[src/rtl/olivia_commit_monitor.sv]
// olivia_commit_monitor: commit-stage checker with per-class retire counters, ALU/address recompute and error FIFO.
// Define OLIVIA_MON_UNKNOWN_ERR_EN to also log every UNKNOWN-class commit as an error record.
module olivia_commit_monitor #(
  parameter int DATA_W = 64,
  parameter int PC_W = 64,
  parameter int CNT_W = 32,
  parameter int FIFO_DEPTH = 8
) (
  input  logic              clk,
  input  logic              rst,
  input  logic              clear,
  input  logic              commit_valid,
  input  logic [PC_W-1:0]   commit_pc,
  input  logic [31:0]       commit_instr,
  input  logic [DATA_W-1:0] op_a,
  input  logic [DATA_W-1:0] op_b,
  input  logic [DATA_W-1:0] sign_ext,
  input  logic [DATA_W-1:0] alu_result,
  input  logic [3:0]        cnt_sel,
  output logic [CNT_W-1:0]  cnt_value,
  output logic [CNT_W-1:0]  cycle_count,
  output logic              err_valid,
  input  logic              err_ready,
  output logic [PC_W-1:0]   err_pc,
  output logic [31:0]       err_instr,
  output logic [DATA_W-1:0] err_expected,
  output logic [DATA_W-1:0] err_actual,
  output logic              err_overflow
);
  localparam int AW = $clog2(FIFO_DEPTH);
  typedef enum logic [3:0] {C_ADD, C_SUB, C_AND, C_ORR, C_LDUR, C_STUR, C_CBZ, C_B, C_NOP, C_UNK} cls_t;
  cls_t cls, s1_cls;
  logic [10:0] op;
  assign op = commit_instr[31:21];
  always_comb
    cls = commit_instr == 32'h0 ? C_NOP :
          op == 11'b10001011000 ? C_ADD :
          op == 11'b11001011000 ? C_SUB :
          op == 11'b10001010000 ? C_AND :
          op == 11'b10101010000 ? C_ORR :
          op == 11'b11111000010 ? C_LDUR :
          op == 11'b11111000000 ? C_STUR :
          op == 11'b10110100000 ? C_CBZ :
          op == 11'b00010100000 ? C_B : C_UNK;
  // Slots 0-9 are classes, 10 is total; 11-15 never increment and read as 0.
  logic [CNT_W-1:0] cnt [16];
  assign cnt_value = cnt[cnt_sel];
  always_ff @(posedge clk or negedge rst)
    if (!rst) begin
      for (int i = 0; i < 16; i++) cnt[i] <= '0;
      cycle_count <= '0;
    end else if (clear) begin
      for (int i = 0; i < 16; i++) cnt[i] <= '0;
      cycle_count <= '0;
    end else begin
      for (int i = 0; i < 16; i++)
        if (commit_valid && (i == int'(cls) || i == 10) && cnt[i] != '1) cnt[i] <= cnt[i] + 1'b1;
      if (cycle_count != '1) cycle_count <= cycle_count + 1'b1;
    end
  logic s1_v;
  logic [PC_W-1:0] s1_pc;
  logic [31:0] s1_instr;
  logic [DATA_W-1:0] s1_a, s1_b, s1_imm, s1_res;
  always_ff @(posedge clk or negedge rst)
    if (!rst) s1_v <= 1'b0;
    else s1_v <= commit_valid && !clear;
  always_ff @(posedge clk)
    if (commit_valid) begin
      s1_pc <= commit_pc;
      s1_instr <= commit_instr;
      s1_cls <= cls;
      s1_a <= op_a;
      s1_b <= op_b;
      s1_imm <= sign_ext;
      s1_res <= alu_result;
    end
  logic [DATA_W-1:0] calc, exp_v, act_v;
  logic chk, push;
  assign calc = s1_cls == C_SUB ? s1_a - s1_b :
                s1_cls == C_AND ? s1_a & s1_b :
                s1_cls == C_ORR ? s1_a | s1_b :
                (s1_cls == C_LDUR || s1_cls == C_STUR) ? s1_a + s1_imm : s1_a + s1_b;
  assign chk = s1_v && s1_cls <= C_STUR && calc != s1_res;
`ifdef OLIVIA_MON_UNKNOWN_ERR_EN
  logic unk;
  assign unk = s1_v && s1_cls == C_UNK;
  assign exp_v = unk ? '0 : calc;
  assign act_v = unk ? {{(DATA_W-32){1'b0}}, s1_instr} : s1_res;
  assign push = chk || unk;
`else
  assign exp_v = calc;
  assign act_v = s1_res;
  assign push = chk;
`endif
  logic [AW:0] wr, rd;
  logic [PC_W-1:0] m_pc [FIFO_DEPTH];
  logic [31:0] m_instr [FIFO_DEPTH];
  logic [DATA_W-1:0] m_exp [FIFO_DEPTH], m_act [FIFO_DEPTH];
  logic full, pop, wr_en;
  assign err_valid = wr != rd;
  assign full = (wr ^ rd) == {1'b1, {AW{1'b0}}};
  assign pop = err_valid && err_ready;
  assign wr_en = push && (!full || pop);
  always_ff @(posedge clk or negedge rst)
    if (!rst) begin
      wr <= '0;
      rd <= '0;
      err_overflow <= 1'b0;
    end else if (clear) begin
      wr <= '0;
      rd <= '0;
      err_overflow <= 1'b0;
    end else begin
      if (wr_en) wr <= wr + 1'b1;
      if (pop) rd <= rd + 1'b1;
      if (push && full && !pop) err_overflow <= 1'b1;
    end
  // On full-with-pop the write lands in the slot being vacated; the head moves past it.
  always_ff @(posedge clk)
    if (wr_en) begin
      m_pc[wr[AW-1:0]] <= s1_pc;
      m_instr[wr[AW-1:0]] <= s1_instr;
      m_exp[wr[AW-1:0]] <= exp_v;
      m_act[wr[AW-1:0]] <= act_v;
    end
  assign err_pc = err_valid ? m_pc[rd[AW-1:0]] : '0;
  assign err_instr = err_valid ? m_instr[rd[AW-1:0]] : '0;
  assign err_expected = err_valid ? m_exp[rd[AW-1:0]] : '0;
  assign err_actual = err_valid ? m_act[rd[AW-1:0]] : '0;
endmodule
[config.mk]
export PLATFORM = sky130hd
export DESIGN_NAME = olivia_commit_monitor
export DESIGN_NICKNAME = d
export VERILOG_FILES = /design/src/rtl/olivia_commit_monitor.sv
export SDC_FILE = /design/constraint.sdc
export NUM_CORES = 2
export LEC_CHECK = 0
export CAP_MARGIN = 30
export CORE_MARGIN = 2
export CORE_UTILIZATION = 50
export DETAILED_ROUTE_END_ITERATION = 12
export PLACE_DENSITY = 0.77
export SLEW_MARGIN = 0
export SYNTH_ARGS = -nofsm -noshare
export SYNTH_HDL_FRONTEND = slang
export SYNTH_SLANG_ARGS = --single-unit
[constraint.sdc]
create_clock -name clk -period 44.8 [get_ports clk]
set_input_delay 4.48 -clock clk [delete_from_list [all_inputs] [get_ports clk]]
set_output_delay 4.48 -clock clk [all_outputs]
set_load 0.01 [all_outputs]
==> metrics.cfg <==
[logic_synthesis]
synth_edf_count=2148
async_flop_share_pct=20.50
synth_top_area_cell=edfxtp_1
yosysUniqueCellTypes=113
syn_area_um2=121700
synth.top_cell.area_share_pct=53.00
synth_flop_cell=edfxtp_1
ys_warn_count=0
syn-num-nets=8850
ys_ff_latch=2702
synth_area_leaders=edfxtp_1, dfrtp_1, mux4_2
synth-seq-area-share_pct=64.40
syn_avg_cell_area_um2=14.82
postSynthCellCount=8212

[clocking]
cts_buffers=292
clock_sinks=2702
clk_latency_ns=0.96
clkSlewWorstSetupHoldPaths_ns=0.06
post-cts-setup-buffers=0
clk_path_buf_depth=4
cts_resized=0
cts_tree=built
root_buffer=clkbuf_16
h-tree-depth=5
hold_buffers=0

[die]
initial_utilization_pct=50.17
io_pins=651
die-width_um=497.3
die-area_um2=247300
num_rows=181
core_area_um2=242500
dieHeight_um=497.3

[layout]
stdcell_area_um2=141500
fin_cells=12330
fin_nets=9551
drive_gt1_share_pct=13.87
area_growth_pct=16.26

[critical_path]
path_depth=5
critical_path_buf_inv_count=3
start_kind=primary input
r2r_slack_ns=34.26
cp-end-kind=output pin
crit_slowest_cell=buf_4
path_cells=buf_4 > buf_4 > mux4_2 > mux4_2 > clkdlybuf4s50_1
timing.rr.end=m_exp[0][3]
worst-path-max-fanout=65
cp_slowest_stage_delay_ns=0.85
required_ns=40.32
critPathKind=primary input to output pin
worstPathArrival_ns=7.74
cpLargestDelayFamily=buffers and inverters
r2r-start=s1_cls[1]
worstRegToRegCells=22

[placement]
gp_congestion=0.9781
dpl.hpwl_um=244200
dpl.cell_count=11810
placed_cell_area_um2=132000
pre_cts_slack_ns=32.42
portBuffers=650

[grt]
grt.busiest_layer=met2
grt_overflow_total=0
grt_usage_pct=29.38
use_met3_pct=6.378
antenna_found_initial=26
gr-usage-met1_pct=39.94
grt_pass1_wl_um=532600
grt_max_degree=215
first_global_vias=76800
use_met2_pct=45.51

[min_path]
hold_path_depth=1
whs_endpoint=cnt[9]
holdCritStartpoint=cnt[9]
hp-class=flop to flop

[power_and_ir_drop]
internal_power_mw=4.458
pwr-share-clk_pct=39.1
finalPower_mw=5.989
power.density_nw_per_um2=42.33
power_leakage_nw=48.74
power_switching_share_pct=25.56
p_switching_mw=1.531
combPwrFrac_pct=13.1
irDropWorstVdd_v=0.00004115
seq_power_share_pct=47.8

[route]
final_antenna_net_count=0
drc=0
drt_pre_antenna_iters=8
vias=77540
wire_per_inst_um=29.91
vias_per_cell=6.290
finalWirelength_um=368700
drt_iter0_markers=10230

[run_status]
status=complete, no violations

[sta]
setup_viol=0
final-hold-violation-count=0
worst_slew_pin_slew_ns=1.314
fin_ws_ns=32.58
fmax_ghz=0.08182
post-route-period-util_pct=27.28
maxSlewHeadroom_pct=12.40
fin_skew_ns=0.1006
finalCriticalPeriod_ns=12.22
tns_ns=0
grt_setup_unrepaired=false
finalMaxSlewViolations=0

[job]
max-cap-violations=0

==> per-stage QoR <==
step	hold slack (ns)	util, %
after floorplan	0.4586	-
after global placement	0.4781	54.38
after detailed placement	0.4806	54.43
after CTS	0.4994	58.21
after global routing	0.5108	58.32
final	0.4949	58.33
==> cell usage in the layout (no fill, tap or decap), types with 102 or more instances in the layout <==
cell                n
edfxtp_1         2148
nor2_1            816
clkdlybuf4s50_1   644
mux4_2            608
dfrtp_1           551
nand2_1           467
a21oi_1           331
clkbuf_16         295
o21ai_0           279
ha_1              275
mux2i_1           257
xor2_1            257
inv_1             232
nor2b_1           207
nand3_1           193
xnor2_1           163
buf_4             130
nand4_1           113
and3_1            102
==> power groups by stage <==
stage	registers (mW)	clock network (mW)	logic, mW
5_1_grt	2.86	2.46	0.823
3_3_place_gp	2.91	0	0.743
3_5_place_dp	2.91	0	0.757
6_report	2.86	2.34	0.783
4_1_cts	2.86	2.38	0.764
2_1_floorplan	2.89	0	0.425
==> worst reg2reg max path: cells and delay by family (launching register included) <==
family / cells / cell delay [ns]
fa+ha+maj: 1 / 0.55
buf+inv: 6 / 3.98
simple gates: 6 / 1.61
xor+xnor: 1 / 0.45
compound gates: 8 / 3.20
flops: 1 / 0.36
==> cells by family after synthesis <==
| group | share of synthesized area [%] |
|---|---|
| AOI/OAI and AO/OA | 5.097 |
| xor gates and xnor gates | 3.036 |
| adders and majority gates | 2.860 |
| buffers and inverters | 1.991 |
| DFF | 64.40 |
| muxes | 13.44 |
| and+or+nand+nor | 9.176 |
==> flip-flops by register name, indices dropped and copies added (netlist names), 32 cells and up <==
signal       cells
s1_b            64
m_instr        256
cycle_count     32
cnt            512
s1_a            64
s1_instr        32
m_pc           512
s1_imm          64
act_v           64
s1_pc           64
m_exp          512
m_act          512
==> per-layer routing <==
metal | vias to the layer above | routed length, µm
met5 | - | 95
met2 | 4382 | 170600
li1 | 32660 | -
met3 | 787 | 36020
met1 | 39690 | 143000
met4 | 14 | 19070
==> cells in the mapped netlist (all sizes together) (9+ instances only) <==
| cell type | n |
|---|---|
| edfxtp | 2148 |
| nor2 | 821 |
| mux4 | 608 |
| dfrtp | 554 |
| nand2 | 468 |
| a21oi | 338 |
| o21ai | 292 |
| ha | 275 |
| clkbuf | 269 |
| mux2i | 257 |
| xor2 | 257 |
| inv | 234 |
| nor2b | 208 |
| nand3 | 194 |
| xnor2 | 164 |
| buf | 130 |
| nand4 | 113 |
| or3 | 103 |
| and3 | 102 |
| nor3 | 95 |
| nor4 | 75 |
| o31ai | 40 |
| a211oi | 39 |
| and4 | 27 |
| and2 | 24 |
| a21o | 23 |
| o211ai | 22 |
| a31oi | 18 |
| nand2b | 18 |
| o21a | 17 |
| a221oi | 16 |
| o2111ai | 15 |
| o21bai | 15 |
| o22ai | 15 |
| a211o | 14 |
| or2 | 14 |
| a2111oi | 13 |
| nor3b | 13 |
| or4 | 13 |
| a22oi | 11 |
| o31a | 9 |
==> worst max-delay path by stage <==
stage	startpoint	end	slack, ns
floorplan	s1_cls[3]	m_act[1][0]	15.51
detailed placement	cnt_sel[0]	cnt_value[20]	32.42
finish	cnt_sel[1]	cnt_value[31]	32.58
CTS	cnt_sel[0]	cnt_value[19]	32.39
global route	rd[0]	err_actual[1]	32.38
global placement	cnt_sel[0]	cnt_value[20]	32.52
==> cell type report <==
class | instances | area [µm²]
fill | 17970 | 101100
sequential | 2702 | 78380
inverter | 234 | 878.3
multi-input combinational | 4877 | 41020
tap | 3202 | 4006
clock inverter | 135 | 1428
antenna | 11 | 27.53
timing repair buffer | 806 | 8009
clock buffer | 361 | 7724
(Power assumes the default switching activity.)
